### src/rtl/ieu_pkg.sv
// rtl/ieu_pkg.sv - shared types and constants for the integer execution unit
package ieu_pkg;

  typedef enum logic [1:0] {
    FWD_RF = 2'b00,
    FWD_W  = 2'b01,
    FWD_M  = 2'b10
  } fwd_sel_t;

  typedef struct packed {
    logic [2:0] ALUSelect;
    logic       SubArith;
    logic       W64;
    logic [2:0] Funct3;
    logic [2:0] ZBBSelect;
    logic [2:0] BALUControl;
    logic [1:0] BSelect;
  } alu_ctrl_t;

  localparam logic [4:0] REG_X0 = 5'd0;

endpackage

### src/rtl/ieu_operand_stage_if.sv
// rtl/ieu_operand_stage_if.sv - decode/forward inputs and execute outputs of the operand stage
interface ieu_operand_stage_if #(parameter int WIDTH = 64);
  import ieu_pkg::*;

  logic             StallE, FlushE;
  logic [WIDTH-1:0] R1D, R2D, ImmExtD, PCD;
  logic [4:0]       Rs1D, Rs2D, RdD;
  logic             ALUSrcAD, ALUSrcBD;
  logic [2:0]       ALUSelectD, Funct3D, ZBBSelectD, BALUControlD;
  logic             SubArithD, W64D;
  logic [1:0]       BSelectD;
  logic             RegWriteD, LoadD, ValidD;
  logic [4:0]       RdM, RdW;
  logic             RegWriteM, RegWriteW;
  logic [WIDTH-1:0] IEUResultM, ResultW;

  logic [WIDTH-1:0] AE, BE, WriteDataE;
  logic [2:0]       ALUSelectE, Funct3E, ZBBSelectE, BALUControlE;
  logic [1:0]       BSelectE;
  logic             SubArithE, W64E;
  logic [4:0]       RdE;
  logic             RegWriteE, LoadE, ValidE;
  logic             LoadUseStallD;
  fwd_sel_t         ForwardAE, ForwardBE;

  modport master (
    output StallE, FlushE, R1D, R2D, ImmExtD, PCD, Rs1D, Rs2D, RdD,
           ALUSrcAD, ALUSrcBD, ALUSelectD, Funct3D, ZBBSelectD, BALUControlD,
           SubArithD, W64D, BSelectD, RegWriteD, LoadD, ValidD,
           RdM, RdW, RegWriteM, RegWriteW, IEUResultM, ResultW,
    input  AE, BE, WriteDataE, ALUSelectE, Funct3E, ZBBSelectE, BALUControlE,
           BSelectE, SubArithE, W64E, RdE, RegWriteE, LoadE, ValidE,
           LoadUseStallD, ForwardAE, ForwardBE
  );

  modport slave (
    input  StallE, FlushE, R1D, R2D, ImmExtD, PCD, Rs1D, Rs2D, RdD,
           ALUSrcAD, ALUSrcBD, ALUSelectD, Funct3D, ZBBSelectD, BALUControlD,
           SubArithD, W64D, BSelectD, RegWriteD, LoadD, ValidD,
           RdM, RdW, RegWriteM, RegWriteW, IEUResultM, ResultW,
    output AE, BE, WriteDataE, ALUSelectE, Funct3E, ZBBSelectE, BALUControlE,
           BSelectE, SubArithE, W64E, RdE, RegWriteE, LoadE, ValidE,
           LoadUseStallD, ForwardAE, ForwardBE
  );

endinterface

### src/rtl/ieu_fwdsel.sv
// rtl/ieu_fwdsel.sv - per-source forwarding select; Memory beats Writeback, x0 never forwarded
module ieu_fwdsel
  import ieu_pkg::*;
#(
  parameter int WIDTH = 64
) (
  input  logic [4:0]       RsE,
  input  logic [4:0]       RdM,
  input  logic             RegWriteM,
  input  logic [4:0]       RdW,
  input  logic             RegWriteW,
  input  logic [WIDTH-1:0] RegE,
  input  logic [WIDTH-1:0] IEUResultM,
  input  logic [WIDTH-1:0] ResultW,
  output fwd_sel_t         Sel,
  output logic [WIDTH-1:0] Fwd
);

  always_comb begin
    Sel = FWD_RF;
    if (RsE != REG_X0) begin
      if (RegWriteM && (RdM == RsE))      Sel = FWD_M;
      else if (RegWriteW && (RdW == RsE)) Sel = FWD_W;
    end
  end

  always_comb begin
    case (Sel)
      FWD_M:   Fwd = IEUResultM;
      FWD_W:   Fwd = ResultW;
      default: Fwd = RegE;
    endcase
  end

endmodule

### src/rtl/ieu_operand_stage.sv
// rtl/ieu_operand_stage.sv - D->E pipeline registers, operand forwarding and load-use detection
module ieu_operand_stage
  import ieu_pkg::*;
#(
  parameter int WIDTH = 64
) (
  input  logic               clk,
  input  logic               reset,
  ieu_operand_stage_if.slave bus
);

  logic [WIDTH-1:0] R1E, R2E, ImmExtE, PCE;
  logic [4:0]       Rs1E, Rs2E, RdE;
  logic             ALUSrcAE, ALUSrcBE, RegWriteE, LoadE, ValidE;
  alu_ctrl_t        ctrl_d, ctrl_e;
  logic             clr, en;
  logic [WIDTH-1:0] fwd_a, fwd_b;

  always_comb begin
    ctrl_d             = '0;
    ctrl_d.ALUSelect   = bus.ALUSelectD;
    ctrl_d.SubArith    = bus.SubArithD;
    ctrl_d.W64         = bus.W64D;
    ctrl_d.Funct3      = bus.Funct3D;
    ctrl_d.ZBBSelect   = bus.ZBBSelectD;
    ctrl_d.BALUControl = bus.BALUControlD;
    ctrl_d.BSelect     = bus.BSelectD;
  end

  // Clear covers both reset and flush, and outranks the stall enable.
  assign clr = ~reset | bus.FlushE;
  assign en  = ~bus.StallE;

  always_ff @(posedge clk) begin
    if (clr) begin
      R1E <= '0; R2E <= '0; ImmExtE <= '0; PCE <= '0;
      Rs1E <= '0; Rs2E <= '0; RdE <= '0;
      ALUSrcAE <= 1'b0; ALUSrcBE <= 1'b0;
      RegWriteE <= 1'b0; LoadE <= 1'b0; ValidE <= 1'b0;
      ctrl_e <= '0;
    end else if (en) begin
      R1E <= bus.R1D; R2E <= bus.R2D; ImmExtE <= bus.ImmExtD; PCE <= bus.PCD;
      Rs1E <= bus.Rs1D; Rs2E <= bus.Rs2D; RdE <= bus.RdD;
      ALUSrcAE <= bus.ALUSrcAD; ALUSrcBE <= bus.ALUSrcBD;
      RegWriteE <= bus.RegWriteD; LoadE <= bus.LoadD; ValidE <= bus.ValidD;
      ctrl_e <= ctrl_d;
    end
  end

  ieu_fwdsel #(.WIDTH(WIDTH)) u_fwd_a (
    .RsE(Rs1E), .RdM(bus.RdM), .RegWriteM(bus.RegWriteM),
    .RdW(bus.RdW), .RegWriteW(bus.RegWriteW), .RegE(R1E),
    .IEUResultM(bus.IEUResultM), .ResultW(bus.ResultW),
    .Sel(bus.ForwardAE), .Fwd(fwd_a)
  );

  ieu_fwdsel #(.WIDTH(WIDTH)) u_fwd_b (
    .RsE(Rs2E), .RdM(bus.RdM), .RegWriteM(bus.RegWriteM),
    .RdW(bus.RdW), .RegWriteW(bus.RegWriteW), .RegE(R2E),
    .IEUResultM(bus.IEUResultM), .ResultW(bus.ResultW),
    .Sel(bus.ForwardBE), .Fwd(fwd_b)
  );

  assign bus.AE         = ALUSrcAE ? PCE : fwd_a;
  assign bus.BE         = ALUSrcBE ? ImmExtE : fwd_b;
  assign bus.WriteDataE = fwd_b;

  assign bus.ALUSelectE   = ctrl_e.ALUSelect;
  assign bus.SubArithE    = ctrl_e.SubArith;
  assign bus.W64E         = ctrl_e.W64;
  assign bus.Funct3E      = ctrl_e.Funct3;
  assign bus.ZBBSelectE   = ctrl_e.ZBBSelect;
  assign bus.BALUControlE = ctrl_e.BALUControl;
  assign bus.BSelectE     = ctrl_e.BSelect;
  assign bus.RdE          = RdE;
  assign bus.RegWriteE    = RegWriteE;
  assign bus.LoadE        = LoadE;
  assign bus.ValidE       = ValidE;

  // Ignores ALUSrc on purpose: a stall on an unused source is harmless.
  assign bus.LoadUseStallD = LoadE & RegWriteE & (RdE != REG_X0) &
                             ((RdE == bus.Rs1D) | (RdE == bus.Rs2D));

endmodule

### src/flat_wrapper.sv
// flat-port wrapper written by rule: the top's interface ports become plain ports
module ieu_operand_stage_flat import ieu_pkg::*;
#(
  parameter int WIDTH = 64
)
  (clk, reset, bus_StallE, bus_FlushE, bus_R1D, bus_R2D, bus_ImmExtD, bus_PCD, bus_Rs1D, bus_Rs2D, bus_RdD, bus_ALUSrcAD, bus_ALUSrcBD, bus_ALUSelectD, bus_Funct3D, bus_ZBBSelectD, bus_BALUControlD, bus_SubArithD, bus_W64D, bus_BSelectD, bus_RegWriteD, bus_LoadD, bus_ValidD, bus_RdM, bus_RdW, bus_RegWriteM, bus_RegWriteW, bus_IEUResultM, bus_ResultW, bus_AE, bus_BE, bus_WriteDataE, bus_ALUSelectE, bus_Funct3E, bus_ZBBSelectE, bus_BALUControlE, bus_BSelectE, bus_SubArithE, bus_W64E, bus_RdE, bus_RegWriteE, bus_LoadE, bus_ValidE, bus_LoadUseStallD, bus_ForwardAE, bus_ForwardBE);
  ieu_operand_stage_if #(.WIDTH(WIDTH)) bus_i ();
  input  logic clk;
  input  logic reset;
  input wire logic [$bits(bus_i.StallE)-1:0] bus_StallE;
  input wire logic [$bits(bus_i.FlushE)-1:0] bus_FlushE;
  input wire logic [$bits(bus_i.R1D)-1:0] bus_R1D;
  input wire logic [$bits(bus_i.R2D)-1:0] bus_R2D;
  input wire logic [$bits(bus_i.ImmExtD)-1:0] bus_ImmExtD;
  input wire logic [$bits(bus_i.PCD)-1:0] bus_PCD;
  input wire logic [$bits(bus_i.Rs1D)-1:0] bus_Rs1D;
  input wire logic [$bits(bus_i.Rs2D)-1:0] bus_Rs2D;
  input wire logic [$bits(bus_i.RdD)-1:0] bus_RdD;
  input wire logic [$bits(bus_i.ALUSrcAD)-1:0] bus_ALUSrcAD;
  input wire logic [$bits(bus_i.ALUSrcBD)-1:0] bus_ALUSrcBD;
  input wire logic [$bits(bus_i.ALUSelectD)-1:0] bus_ALUSelectD;
  input wire logic [$bits(bus_i.Funct3D)-1:0] bus_Funct3D;
  input wire logic [$bits(bus_i.ZBBSelectD)-1:0] bus_ZBBSelectD;
  input wire logic [$bits(bus_i.BALUControlD)-1:0] bus_BALUControlD;
  input wire logic [$bits(bus_i.SubArithD)-1:0] bus_SubArithD;
  input wire logic [$bits(bus_i.W64D)-1:0] bus_W64D;
  input wire logic [$bits(bus_i.BSelectD)-1:0] bus_BSelectD;
  input wire logic [$bits(bus_i.RegWriteD)-1:0] bus_RegWriteD;
  input wire logic [$bits(bus_i.LoadD)-1:0] bus_LoadD;
  input wire logic [$bits(bus_i.ValidD)-1:0] bus_ValidD;
  input wire logic [$bits(bus_i.RdM)-1:0] bus_RdM;
  input wire logic [$bits(bus_i.RdW)-1:0] bus_RdW;
  input wire logic [$bits(bus_i.RegWriteM)-1:0] bus_RegWriteM;
  input wire logic [$bits(bus_i.RegWriteW)-1:0] bus_RegWriteW;
  input wire logic [$bits(bus_i.IEUResultM)-1:0] bus_IEUResultM;
  input wire logic [$bits(bus_i.ResultW)-1:0] bus_ResultW;
  output wire logic [$bits(bus_i.AE)-1:0] bus_AE;
  output wire logic [$bits(bus_i.BE)-1:0] bus_BE;
  output wire logic [$bits(bus_i.WriteDataE)-1:0] bus_WriteDataE;
  output wire logic [$bits(bus_i.ALUSelectE)-1:0] bus_ALUSelectE;
  output wire logic [$bits(bus_i.Funct3E)-1:0] bus_Funct3E;
  output wire logic [$bits(bus_i.ZBBSelectE)-1:0] bus_ZBBSelectE;
  output wire logic [$bits(bus_i.BALUControlE)-1:0] bus_BALUControlE;
  output wire logic [$bits(bus_i.BSelectE)-1:0] bus_BSelectE;
  output wire logic [$bits(bus_i.SubArithE)-1:0] bus_SubArithE;
  output wire logic [$bits(bus_i.W64E)-1:0] bus_W64E;
  output wire logic [$bits(bus_i.RdE)-1:0] bus_RdE;
  output wire logic [$bits(bus_i.RegWriteE)-1:0] bus_RegWriteE;
  output wire logic [$bits(bus_i.LoadE)-1:0] bus_LoadE;
  output wire logic [$bits(bus_i.ValidE)-1:0] bus_ValidE;
  output wire logic [$bits(bus_i.LoadUseStallD)-1:0] bus_LoadUseStallD;
  output wire logic [$bits(bus_i.ForwardAE)-1:0] bus_ForwardAE;
  output wire logic [$bits(bus_i.ForwardBE)-1:0] bus_ForwardBE;
  assign bus_i.StallE = bus_StallE;
  assign bus_i.FlushE = bus_FlushE;
  assign bus_i.R1D = bus_R1D;
  assign bus_i.R2D = bus_R2D;
  assign bus_i.ImmExtD = bus_ImmExtD;
  assign bus_i.PCD = bus_PCD;
  assign bus_i.Rs1D = bus_Rs1D;
  assign bus_i.Rs2D = bus_Rs2D;
  assign bus_i.RdD = bus_RdD;
  assign bus_i.ALUSrcAD = bus_ALUSrcAD;
  assign bus_i.ALUSrcBD = bus_ALUSrcBD;
  assign bus_i.ALUSelectD = bus_ALUSelectD;
  assign bus_i.Funct3D = bus_Funct3D;
  assign bus_i.ZBBSelectD = bus_ZBBSelectD;
  assign bus_i.BALUControlD = bus_BALUControlD;
  assign bus_i.SubArithD = bus_SubArithD;
  assign bus_i.W64D = bus_W64D;
  assign bus_i.BSelectD = bus_BSelectD;
  assign bus_i.RegWriteD = bus_RegWriteD;
  assign bus_i.LoadD = bus_LoadD;
  assign bus_i.ValidD = bus_ValidD;
  assign bus_i.RdM = bus_RdM;
  assign bus_i.RdW = bus_RdW;
  assign bus_i.RegWriteM = bus_RegWriteM;
  assign bus_i.RegWriteW = bus_RegWriteW;
  assign bus_i.IEUResultM = bus_IEUResultM;
  assign bus_i.ResultW = bus_ResultW;
  assign bus_AE = bus_i.AE;
  assign bus_BE = bus_i.BE;
  assign bus_WriteDataE = bus_i.WriteDataE;
  assign bus_ALUSelectE = bus_i.ALUSelectE;
  assign bus_Funct3E = bus_i.Funct3E;
  assign bus_ZBBSelectE = bus_i.ZBBSelectE;
  assign bus_BALUControlE = bus_i.BALUControlE;
  assign bus_BSelectE = bus_i.BSelectE;
  assign bus_SubArithE = bus_i.SubArithE;
  assign bus_W64E = bus_i.W64E;
  assign bus_RdE = bus_i.RdE;
  assign bus_RegWriteE = bus_i.RegWriteE;
  assign bus_LoadE = bus_i.LoadE;
  assign bus_ValidE = bus_i.ValidE;
  assign bus_LoadUseStallD = bus_i.LoadUseStallD;
  assign bus_ForwardAE = bus_i.ForwardAE;
  assign bus_ForwardBE = bus_i.ForwardBE;
  ieu_operand_stage #(.WIDTH(WIDTH)) u_core (.clk(clk), .reset(reset), .bus(bus_i));
endmodule
### config.mk
export PLATFORM = sky130hd
export DESIGN_NAME = ieu_operand_stage_flat
export DESIGN_NICKNAME = d
export VERILOG_FILES = /design/src/rtl/ieu_pkg.sv /design/src/rtl/ieu_operand_stage_if.sv /design/src/rtl/ieu_fwdsel.sv /design/src/rtl/ieu_operand_stage.sv /design/src/flat_wrapper.sv
export SDC_FILE = /design/constraint.sdc
export NUM_CORES = 1
export LEC_CHECK = 0
export ABC_AREA = 1
export CORE_AREA = 2 2 256 258
export DETAILED_ROUTE_END_ITERATION = 7
export DIE_AREA = 0 0 258 260
export SYNTH_ARGS = -nofsm -noshare
export SYNTH_HDL_FRONTEND = slang
export SYNTH_HIERARCHICAL = 1
export SYNTH_SLANG_ARGS = --single-unit
### constraint.sdc
create_clock -name clk -period 3 [get_ports clk]
set_input_delay 0.6 -clock clk [delete_from_list [all_inputs] [get_ports clk]]
set_output_delay 0.6 -clock clk [all_outputs]
set_load 0.02 [all_outputs]
==> impl_metrics.env, run 1 <==
export IMPL_grtUsageMet1_pct=25.4
export IMPL_cts_buffers=38
export IMPL_place_gp_congestion=0.863
export IMPL_r2r_cells=3
export IMPL_holdBufCountCts=0
export IMPL_crit_path_max_fanout=5
export IMPL_grt_usage_pct=20.9
export IMPL_fin_crit_sh_pct=116
export IMPL_hold_viol_final=0
export IMPL_r2r_slack_ns=1.91
export IMPL_drt_pass1_iter_count=6
export IMPL_first_iter_violations=1088
export IMPL_clock_sinks=292
export IMPL_fp_dieW_um=258
export IMPL_worstPathCellList="inv_4 > buf_6 > nand2_1 > nand2_1 > nand2_1 > nor2_2 > nand2_2 > nor2_4 > ha_4 > buf_12 > buf_12 > buf_6 > a21oi_4 > a21oi_4 > mux2_4 > buf_6"
export IMPL_worstHoldPathCells=2
export IMPL_hpwl_um=50300
export IMPL_rows=93
export IMPL_cp_end_kind="primary output"
export IMPL_core_area_um2=64100
export IMPL_cp_slowest_cell="dfxtp_4"
export IMPL_htree_levels=2
export IMPL_fmax_mhz=287
export IMPL_synth_nets=2587
export IMPL_use_met3_pct=4.39
export IMPL_vias=17600
export IMPL_relSlewSlack_pct=39.2
export IMPL_outcome="finished, violations left"
export IMPL_drive_gt1_share_pct=32.6
export IMPL_cp_start_kind="flip-flop"
export IMPL_yosys_warnings=6
export IMPL_portBuffers=656
export IMPL_ys_ff_latch=292
export IMPL_overflow=0
export IMPL_cpPeakStageDelay_ns=0.36
export IMPL_grt_antenna_before_repair=9
export IMPL_finClkSkew_ns=0
export IMPL_fin_tns_setup_ns=-65.68
export IMPL_min_path_type="flip-flop to flip-flop"
export IMPL_whs_endpoint="u_core/bus.BSelectE[1]"
export IMPL_post_route_min_period_ns=3.48
export IMPL_ctsLongestPathBuffers=3
export IMPL_irDropWorstVdd_v=0.000341
export IMPL_area_delta_synth_final_pct=83.6
export IMPL_reg2reg_to="u_core/ALUSrcAE"
export IMPL_powerDensity_nw_per_um2=388
export IMPL_ant_nets=0
export IMPL_rsz0062_at_grt="yes"
export IMPL_drv_slew=0
export IMPL_io_pins=657
export IMPL_fin_nets=3355
export IMPL_final_setup_worst_slack_ns=-0.481
export IMPL_synth_distinct_cells=19
export IMPL_die_h_um=260
export IMPL_wl_per_cell_um=20.1
export IMPL_clock_latency_ns=0.53
export IMPL_critical_path_class="flip-flop to primary output"
export IMPL_worstMarginPinSlew_ns=0.913
export IMPL_drc=0
export IMPL_drv_cap=0
export IMPL_grt_max_degree=166
export IMPL_grt_pass1_wl_um=107000
export IMPL_synth_area_per_cell_um2=7.04
export IMPL_start_util_pct=23.6
export IMPL_cts_clk_slew_worst_paths_ns=0.06
export IMPL_ctsRootBufferMaster="clkbuf_16"
export IMPL_mostFrequentLayoutCell="nand2_1"
export IMPL_viasPerCell=4.62
export IMPL_cts_tree="yes"
export IMPL_arrival_ns=2.88
export IMPL_final_setup_viol_count=192
export IMPL_final_cell_mix="nand2_1 (753), clkdlybuf4s50_1 (446), a21oi_1 (376), dfxtp_1 (280), buf_4 (180)"
export IMPL_finalWirelength_um=76500
export IMPL_p_leak_nw=11.0
export IMPL_hp_start="u_core/bus.BSelectE[1]"
export IMPL_grt_pass1_vias=17200
export IMPL_reg2reg_from="u_core/ALUSrcAE"
export IMPL_dieArea_um2=67100
export IMPL_syn_inst=2147
export IMPL_violations="negative setup slack"
export IMPL_p_total_mw=10.8
export IMPL_seq_area_frac_synth_pct=38.7
export IMPL_busiest_layer="met2"
export IMPL_synth_area_um2=15100
export IMPL_crit_required_ns=2.40
export IMPL_grt_met2_usage_pct=35.8
==> timing repair <==
action | in CTS | in global routing
pin swaps | 35 | 46
cloned | 15 | 6
endpoints found under the setup margin | 192 | 193
buffers inserted | 27 | 27
hold endpoints to repair | 0 | 0
gates resized for setup | 990 | 460
==> sequential cells by signal, summed over array words and instances (netlist names), 3 cells and up <==
| register | cells |
|---|---|
| u_core/ImmExtE | 64 |
| u_core/PCE | 64 |
| u_core/R1E | 64 |
| u_core/R2E | 64 |
| u_core/Rs1E | 5 |
| u_core/Rs2E | 5 |
| u_core/bus.RdE | 5 |
| u_core/bus.ALUSelectE | 3 |
| u_core/bus.BALUControlE | 3 |
| u_core/bus.Funct3E | 3 |
| u_core/bus.ZBBSelectE | 3 |
==> cells in the mapped netlist <==
cell type  number  area share [%]
nand2_1       776              19
buf_4          21             1.0
nor2_2          2           0.083
clkbuf_8       12             1.1
a211oi_1       11            0.55
inv_1          46             1.1
xor2_1          1           0.058
mux2_2        128             9.5
clkbuf_1        9            0.22
buf_2          88             2.9
dfxtp_1       292              39
buf_6          34             2.5
a21oi_1       538              18
nand3_1        11            0.36
nand4_1         1           0.041
nor2_1        166             4.1
inv_2           5            0.12
xnor2_1         2            0.12
ha_1            4            0.33
==> final cells by class <==
cell class | instances | area, um^2
inverters | 51 | 228
clock buffers | 55 | 1120
well taps | 855 | 1070
flip-flops and latches | 292 | 5870
fillers | 6391 | 36400
clock inverters | 11 | 67.6
multi-input cells | 1640 | 9900
diodes | 8 | 20.0
repair buffers | 892 | 9490
==> how the worst max path moves through the flow <==
stage | start | endpoint | slack, ns | depth (start not counted)
detailed placement | bus_RdM[1] | bus_BE[60] | -1.25 | 15
finish | u_core/Rs2E[4] | bus_BE[57] | -0.48 | 16
CTS | u_core/Rs2E[1] | bus_BE[57] | -0.64 | 15
floorplan | bus_RdM[0] | bus_BE[60] | 0.002 | 12
global route | u_core/Rs1E[3] | bus_AE[15] | -0.62 | 16
global placement | bus_RdM[4] | bus_BE[60] | -1.24 | 15
==> cells by family after synthesis <==
family	after synthesis	share of synthesized area, %
xor+xnor	3	0.174
mux	128	9.53
buf+inv	215	9.07
compound gates	549	18.4
flops	292	38.7
fa+ha+maj	4	0.331
simple gates	956	23.9
==> through the flow <==
step / setup slack (ns) / instances / hold slack (ns) / util [%] / cell area (um^2)
floorplan: 0.00193 / 2147 / 0.440 / - / 15400
global placement: -1.24 / 3661 / 0.445 / 36.8 / 23600
detailed placement: -1.25 / 3661 / 0.448 / 36.8 / 23600
CTS: -0.638 / 3765 / 0.456 / 41.0 / 26300
global route: -0.623 / 3803 / 0.476 / 43.3 / 27800
finish: -0.481 / 3804 / 0.455 / 43.3 / 27800
==> layer usage <==
metal	share of wire, %	vias to the layer above
met5	0.021	-
met4	3.8	2
met3	6.7	140
met2	48	658
met1	41	8213
li1	-	8577
==> worst max-delay path: cells and delay by family, from the launching register on <==
family                     cells  cell delay (ns)
adders and majority gates      1             0.26
buffers and inverters          6             0.72
AOI/OAI and AO/OA              2             0.23
and+or+nand+nor                6             0.48
DFF                            1             0.36
muxes                          1             0.29
==> power breakdown <==
group	total [mW]	switching, mW	internal, mW
clock	4.44	1.86	2.58
sequential	4.10	0.0928	4.00
combinational	2.24	1.04	1.20
No activity file was read; power rests on OpenSTA's default activity.
==> inputs of run 2 (changes only) <==
- SLEW_MARGIN: not set -> 20
==> results of run 2 <==
Final layout, timing and power as in run 1 (identical DEF).
==> inputs of run 3 (changes only) <==
- MAX_ROUTING_LAYER: not set -> met4
==> run 3 against run 2 <==
The flow still finishes with violations (negative setup slack). Die area unchanged. Global-route usage up 0.62 points. Final area about the same. Total power about the same. Sequential share of layout area about the same. Wire length up 0.24%. Sequential cell count unchanged. Utilization about the same. Critical endpoint unchanged. Largest cell class unchanged. Highest routed layer is now met4.
==> impl_metrics.env, run 3 (synthesis gave the netlist of run 1 again) <==
export IMPL_reg2reg_to="u_core/ALUSrcAE"
export IMPL_clock_latency_ns=0.53
export IMPL_die_h_um=260
export IMPL_clock_sinks=292
export IMPL_place_gp_congestion=0.877
export IMPL_htree_levels=2
export IMPL_r2r_slack_ns=1.90
export IMPL_hold_viol_final=0
export IMPL_cellInternalPower_mw=7.78
export IMPL_stdcell_area_um2=27800
export IMPL_drive_gt1_share_pct=32.7
export IMPL_cts_buffers=38
export IMPL_post_route_min_period_ns=3.48
export IMPL_drt_pass1_iter_count=6
export IMPL_wl_met3_um=4990
export IMPL_instances_no_fill=3806
export IMPL_whs_endpoint="u_core/bus.BSelectE[1]"
export IMPL_rows=93
export IMPL_switching_power_mw=3.00
export IMPL_hp_start="u_core/bus.BSelectE[1]"
export IMPL_fin_tns_setup_ns=-65.96
export IMPL_wl_per_cell_um=20.1
export IMPL_core_area_um2=64100
export IMPL_cp_end_kind="primary output"
export IMPL_p_sw_share_pct=27.8
export IMPL_ctsLongestPathBuffers=3
export IMPL_cp_start_kind="flip-flop"
export IMPL_start_util_pct=23.6
export IMPL_critical_path_class="flip-flop to primary output"
export IMPL_reg2reg_from="u_core/ALUSrcAE"
export IMPL_mostFrequentLayoutCell="nand2_1"
export IMPL_wl_met2_um=37200
export IMPL_finClkSkew_ns=0
export IMPL_seq_power_share_pct=38.0
export IMPL_crit_required_ns=2.40
export IMPL_relSlewSlack_pct=33.2
export IMPL_area_delta_synth_final_pct=83.7
export IMPL_finalWirelength_um=76700
export IMPL_grt_antenna_before_repair=9
export IMPL_fmax_mhz=287
export IMPL_hpwl_um=50300
export IMPL_min_path_type="flip-flop to flip-flop"
export IMPL_first_iter_violations=1084
export IMPL_outcome="finished, violations left"
export IMPL_fin_crit_sh_pct=116
export IMPL_grt_max_degree=166
export IMPL_final_util_pct=43.3
export IMPL_p_leak_nw=11.0
export IMPL_placed_cell_area_um2=23600
export IMPL_holdBufCountCts=0
export IMPL_pwr_share_comb_pct=20.8
export IMPL_wl_met1_um=31600
export IMPL_post_place_ws_ns=-1.25
export IMPL_highest_layer="met4"
export IMPL_fin_nets=3355
export IMPL_drv_cap=0
export IMPL_final_cell_mix="nand2_1 (753), clkdlybuf4s50_1 (446), a21oi_1 (376), dfxtp_1 (280), buf_4 (172)"
export IMPL_fp_dieW_um=258
export IMPL_holdWs_ns=0.458
export IMPL_viasPerCell=4.64
export IMPL_cts_clk_slew_worst_paths_ns=0.06
export IMPL_p_total_mw=10.8
export IMPL_grt_pass1_vias=17200
export IMPL_overflow=0
export IMPL_ctsRootBufferMaster="clkbuf_16"
export IMPL_violations="negative setup slack"
export IMPL_worstHoldPathCells=2
export IMPL_worstMarginPinSlew_ns=1.00
export IMPL_io_pins=657
export IMPL_cts_tree="yes"
export IMPL_r2r_cells=3
export IMPL_vias=17700
export IMPL_dieArea_um2=67100
export IMPL_arrival_ns=2.88
export IMPL_portBuffers=656
export IMPL_grt_usage_pct=21.5
export IMPL_grt_pass1_wl_um=107000
export IMPL_irDropWorstVdd_v=0.000369
export IMPL_dp_cells=3661
export IMPL_powerDensity_nw_per_um2=388
export IMPL_final_setup_worst_slack_ns=-0.482
export IMPL_clockPowerShare_pct=41.2
export IMPL_drc=0
export IMPL_drv_slew=0
export IMPL_ant_nets=0
export IMPL_final_setup_viol_count=192
export IMPL_rsz0062_at_grt="yes"
export IMPL_crit_path_max_fanout=5
==> run 3: cell count changes in the layout (fill, tap and decap cells not counted) <==
cell	previous run	this run
diode_2	8	10
nor2_4	58	56
buf_6	152	156
a21oi_4	57	56
mux2_2	73	74
clkbuf_16	44	45
nor2_1	44	42
a21oi_2	105	106
nor2_2	66	70
mux2_4	55	54
buf_2	19	22
buf_4	180	172
==> run 3: layer usage <==
| layer | up-vias | global-route usage (%) |
|---|---|---|
| li1 | 8575 | - |
| met1 | 8236 | 25.8 |
| met2 | 691 | 35.7 |
| met3 | 153 | 3.77 |
| met4 | 0 | 8.86 |
| met5 | - | - |
==> run 3: worst max-delay path: stages (launching register included) <==
cell,delay (ns)
dfxtp_4,0.36
inv_4,0.06
buf_6,0.09
nand2_1,0.04
nand2_1,0.06
nand2_1,0.08
nor2_2,0.11
nand2_2,0.07
nor2_4,0.11
ha_4,0.26
buf_12,0.16
buf_12,0.14
buf_6,0.12
a21oi_4,0.13
a21oi_4,0.11
mux2_4,0.29
buf_6,0.14
==> run 3: how the worst max path moves through the flow <==
stage | from | endpoint | cells past startpoint
detailed placement | bus_RdM[1] | bus_BE[60] | 15
finish | u_core/Rs2E[4] | bus_BE[57] | 16
global route | u_core/Rs1E[3] | bus_AE[15] | 16
global placement | bus_RdM[4] | bus_BE[60] | 15
floorplan | bus_RdM[0] | bus_BE[60] | 12
CTS | u_core/Rs2E[1] | bus_BE[57] | 15
==> run 3: final cells by class <==
| cell class | instances | area [um^2] |
|---|---|---|
| Inverter | 51 | 228 |
| Clock inverter | 11 | 67.6 |
| Timing Repair Buffer | 892 | 9510 |
| Sequential cell | 292 | 5870 |
| Multi-Input combinational cell | 1640 | 9880 |
| Tap cell | 855 | 1070 |
| Clock buffer | 55 | 1120 |
| Antenna cell | 10 | 25.0 |
| Fill cell | 6389 | 36300 |
==> run 3: what timing repair did <==
| action | CTS | global route |
|---|---|---|
| gates cloned | 15 | 7 |
| setup buffers | 27 | 26 |
| resized for setup | 990 | 459 |
| endpoints found under the setup margin | 192 | 193 |
| pin swaps | 35 | 45 |
==> run 3: power by group through the flow <==
stage / clock network [mW] / registers (mW) / logic, mW
final: 4.45 / 4.10 / 2.24
after global routing: 4.70 / 4.11 / 2.38
after CTS: 4.55 / 4.09 / 2.11
after detailed placement: 0 / 4.16 / 2.00
after global placement: 0 / 4.16 / 2.00
after floorplan: 0 / 4.15 / 0.827
